[src/rtl/sha256_msg_scheduler.sv]
// SHA-256 message scheduler: loads 16 words, then streams W[0..63]
// from a 16-word sliding window with on-the-fly sigma expansion.
module sha256_msg_scheduler #(
  parameter int DATA_W    = 32,
  parameter int ROUNDS    = 64,
  parameter int BLK_WORDS = 16
) (
  input  logic              clk,
  input  logic              reset,
  input  logic [DATA_W-1:0] in_data,
  input  logic              in_valid,
  output logic              in_ready,
  output logic [DATA_W-1:0] out_w,
  output logic [5:0]        out_idx,
  output logic              out_valid,
  input  logic              out_ready,
  output logic              out_last,
  output logic              busy
);

  localparam int CNT_W = $clog2(BLK_WORDS);
  localparam logic [CNT_W-1:0] CNT_LAST = CNT_W'(BLK_WORDS - 1);
  localparam logic [5:0] T_LAST = 6'(ROUNDS - 1);

  typedef enum logic {LOAD, EMIT} state_t;

  state_t state, state_nx;
  logic [CNT_W-1:0] cnt;
  logic [5:0] t;
  logic [DATA_W-1:0] window [BLK_WORDS];
  logic [DATA_W-1:0] w_new;
  logic in_fire, out_fire;

  function automatic logic [31:0] sig0(input logic [31:0] x);
    return {x[6:0], x[31:7]} ^ {x[17:0], x[31:18]} ^ {3'b0, x[31:3]};
  endfunction

  function automatic logic [31:0] sig1(input logic [31:0] x);
    return {x[16:0], x[31:17]} ^ {x[18:0], x[31:19]} ^ {10'b0, x[31:10]};
  endfunction

  assign in_fire  = in_valid && in_ready;
  assign out_fire = out_valid && out_ready;
  assign w_new    = sig1(window[14]) + window[9]
                  + sig0(window[1]) + window[0];

  always_ff @(posedge clk or posedge reset) begin
    if (reset) state <= LOAD;
    else       state <= state_nx;
  end

  always_comb begin
    state_nx  = state;
    in_ready  = 1'b0;
    out_valid = 1'b0;
    busy      = 1'b0;
    unique case (state)
      LOAD: begin
        in_ready = 1'b1;
        if (in_valid && cnt == CNT_LAST) state_nx = EMIT;
      end
      EMIT: begin
        out_valid = 1'b1;
        busy      = 1'b1;
        if (out_ready && t == T_LAST) state_nx = LOAD;
      end
      default: state_nx = LOAD;
    endcase
  end

  assign out_w    = out_valid ? window[0] : '0;
  assign out_idx  = t;
  assign out_last = out_valid && (t == T_LAST);

  // Window always holds W[t..t+15]; slot 15 takes the next expanded word.
  always_ff @(posedge clk or posedge reset) begin
    if (reset) begin
      cnt <= '0;
      t   <= '0;
      for (int i = 0; i < BLK_WORDS; i++) window[i] <= '0;
    end else begin
      if (in_fire) begin
        window[cnt] <= in_data;
        if (cnt == CNT_LAST) begin
          cnt <= '0;
          t   <= '0;
        end else begin
          cnt <= cnt + CNT_W'(1);
        end
      end
      if (out_fire) begin
        for (int i = 0; i < BLK_WORDS - 1; i++) window[i] <= window[i+1];
        window[BLK_WORDS-1] <= w_new;
        t <= (t == T_LAST) ? 6'd0 : t + 6'd1;
      end
    end
  end

endmodule

[config.mk]
export PLATFORM = sky130hd
export DESIGN_NAME = sha256_msg_scheduler
export DESIGN_NICKNAME = d
export VERILOG_FILES = /design/src/rtl/sha256_msg_scheduler.sv
export SDC_FILE = /design/constraint.sdc
export NUM_CORES = 2
export LEC_CHECK = 0
export ABC_CLOCK_PERIOD_IN_PS = 13900
export BUFFER_PORTS_ARGS = -buffer_cell sky130_fd_sc_hd__buf_2
export CELL_PAD_IN_SITES_DETAIL_PLACEMENT = 1
export CELL_PAD_IN_SITES_GLOBAL_PLACEMENT = 1
export CORE_UTILIZATION = 44
export DETAILED_ROUTE_END_ITERATION = 16
export PLACE_DENSITY_LB_ADDON = 0.1
export SYNTH_ARGS = -nofsm -noshare
export SYNTH_HDL_FRONTEND = slang
export SYNTH_SLANG_ARGS = --single-unit
[constraint.sdc]
create_clock -name clk -period 13.9 [get_ports clk]
set_input_delay 0.695 -clock clk [delete_from_list [all_inputs] [get_ports clk]]
set_output_delay 0.695 -clock clk [all_outputs]
set_load 0.02 [all_outputs]
==> results.sh <==
export IMPL_status="finished clean"
export IMPL_vias=21200
export IMPL_clock_fmax_ghz=0.221
export IMPL_rsz0062_at_grt="no"
export IMPL_path_cells="xor2_1 -> xnor2_1 -> fa_1 -> fa_1 -> inv_1 -> fa_1 -> a21o_1 -> a221o_1 -> a22oi_1 -> nand2_1 -> a211oi_2 -> xor2_1 -> o21ai_1"
export IMPL_synthFlopType="dfrtp_1"
export IMPL_syn_inst=2950
export IMPL_grt_pass1_wl_um=142000
export IMPL_finalWirelength_um=92200
export IMPL_cpLargestDelayFamily="adder cells"
export IMPL_r2r_end="window[23]"
export IMPL_path_max_fanout=5
export IMPL_start_kind="flop"
export IMPL_cts_setup_buffers=0
export IMPL_synth_warnings=0
export IMPL_crit_slowest_cell="fa_1"
export IMPL_fin_setup_tns_ns=0
export IMPL_worst_pin_slew_ns=1.37
export IMPL_port_buffers=77
export IMPL_ys_ff_latch=523
export IMPL_slowest_delay_ns=0.52
export IMPL_synthMuxAreaShare_pct=17.9
export IMPL_slew_headroom_pct=8.56
export IMPL_grt_max_degree=283
export IMPL_grt_usage_pct=28.3
export IMPL_finalCriticalPeriod_ns=4.53
export IMPL_synthesis_nets=3084
export IMPL_yosysTopAreaCell="dfrtp_1"
export IMPL_crit_top_cell="fa_1"
export IMPL_drv_slew=0
export IMPL_cap_violations=0
export IMPL_synth_top_family_by_area="multiplexers"
export IMPL_yosys_area_share_simple_pct=9.22
export IMPL_hold_path_class="primary input to asynchronous set/reset pin"
export IMPL_synth_compound_area_share_pct=11.6
export IMPL_fp_dieW_um=257
export IMPL_wl_per_cell_um=24.5
export IMPL_post_cts_resized=0
export IMPL_synth_xor_area_share_pct=4.40
export IMPL_die_area_mm2=0.0662
export IMPL_synthesis_area_mm2=0.0287
export IMPL_ys_types=57
export IMPL_cts_root_buffer="clkbuf_16"
export IMPL_r2r_setup_slack_ns=9.37
export IMPL_r2r_start="window[51]"
export IMPL_start_util_pct=44.5
export IMPL_synth_edf_count=0
export IMPL_drt_iter0_drc=1551
export IMPL_setup_violations=0
export IMPL_clk_latency_ns=0.64
export IMPL_ys_seq_area_share_pct=45.6
export IMPL_first_pass_iters=5
export IMPL_required_ns=14.39
export IMPL_crit_type="flop to flop"
export IMPL_synth_fa_ha_area_share_pct=5.90
export IMPL_antenna_found_initial=2
export IMPL_ios=78
export IMPL_max_clock_path_buffers=3
export IMPL_synthToLayoutAreaGrowth_pct=9.73
export IMPL_vias_per_cell=5.63
export IMPL_syn_area_per_cell_um2=9.73
export IMPL_cp_buffers_inverters=1
export IMPL_path_clk_slew_ns=0.06
export IMPL_ys_top_cells_by_count="nand2_1, dfrtp_1, mux2i_1"
export IMPL_overflow=0
export IMPL_synth_top_area_share_pct=45.6
export IMPL_grt_pass1_vias=22100
export IMPL_hold_viol_final=0
export IMPL_drc=0
export IMPL_antenna_left=0
export IMPL_dieHeight_um=257
export IMPL_skew_ns=0.0245
export IMPL_cp_end_kind="flop"
export IMPL_cts_tree="done"
export IMPL_core_area_mm2=0.0645
export IMPL_synth_area_leaders="dfrtp_1, mux2i_1, nand2_1"
export IMPL_async_flop_share_pct=100
export IMPL_gp_congestion=0.984
export IMPL_crit_arrival_ns=5.02
export IMPL_fin_crit_sh_pct=32.6
export IMPL_numCtsBuffers=61
export IMPL_rr_worst_depth=13
export IMPL_yosysMostFrequentCell="nand2_1"
export IMPL_num_rows=93
export IMPL_layout_drive_gt1_share_pct=8.06
export IMPL_cts_sinks=523
export IMPL_fin_nets=2990
export IMPL_cts_max_level=2
export IMPL_hpwl_um=61800
export IMPL_cts_hold_fix_buffers=0
[registers in the layout, indices dropped and copies added (netlist names)]
name,count
window,512
out_idx,6
cnt,4
state,1
[final cells by class]
cell class	count	area, um2
sequential	523	13100
inverter	129	488
fill	7139	33000
antenna	1	2.50
clock buffer	91	1810
timing repair buffer	104	638
multi-input combinational	2037	14100
clock inverter	19	280
tap	855	1070
[cells in the final DEF, fill, tap and decap left out, drive strengths merged, types with 3 or more instances in the layout]
| master | synthesis | layout |
|---|---|---|
| clkbuf | 201 | 91 |
| fa | 62 | 62 |
| nand2b | 4 | 4 |
| nand2 | 552 | 552 |
| mux2 | 17 | 17 |
| and4 | 3 | 3 |
| bufinv | 0 | 7 |
| nor3b | 3 | 3 |
| and2 | 7 | 7 |
| xor2 | 57 | 57 |
| nand3 | 16 | 16 |
| and3 | 7 | 7 |
| a41oi | 4 | 4 |
| a21o | 9 | 9 |
| ha | 36 | 36 |
| dfrtp | 523 | 523 |
| a31o | 3 | 3 |
| xnor2 | 87 | 87 |
| o21ai | 529 | 529 |
| nor3 | 6 | 6 |
| nor2b | 3 | 3 |
| o21bai | 3 | 3 |
| buf | 60 | 104 |
| o211ai | 3 | 3 |
| a211oi | 10 | 10 |
| clkinv | 0 | 10 |
| inv | 129 | 129 |
| nand4 | 7 | 7 |
| mux2i | 494 | 494 |
| nor2 | 49 | 49 |
| o211a | 3 | 3 |
| a21oi | 38 | 38 |
[per-layer routing]
layer  part of all wire, %  track usage [%]  routed length (um)  vias to the layer above
met1                    48             40.9               44300                    11100
met3                   3.1             3.00                2840                      105
met2                    47             45.4               43100                      299
met5                     0                0                   0                        -
li1                      -                -                   -                     9697
met4                   2.2             6.82                2000                        0
[cell families (layout without fill, tap and decap cells)]
kind of cell | after synthesis | count (layout)
muxes | 511 | 511
AOI/OAI and AO/OA | 620 | 620
buffers and inverters | 390 | 343
adders and majority gates | 98 | 98
DFF | 523 | 523
other | 0 | 1
and+or+nand+nor | 664 | 664
xor gates and xnor gates | 144 | 144
[per-stage QoR]
stage	instance area, um2	util (%)	hold slack [ns]	setup WS, ns	cells
final	31500	48.8	0.147	9.37	3759
after global routing	31500	48.8	0.188	9.26	3758
after CTS	31500	48.8	0.139	9.35	3758
after detailed placement	29400	45.6	0.466	9.41	3648
after global placement	29400	45.6	0.456	9.40	3648
after floorplan	28700	-	0.444	6.10	2950
[worst max-delay path by stage]
stage,startpoint,endpoint,slack (ns),depth (start not counted)
after global routing,window[51],window[21],9.26,13
after CTS,window[51],window[23],9.35,13
after detailed placement,window[51],window[17],9.41,13
after floorplan,reset,cnt[0],6.10,1
after global placement,window[51],window[23],9.40,13
final,window[51],window[23],9.37,13
Power is not shown: default switching activity piles up to over one toggle a cycle in this logic, so the estimate is an artifact.
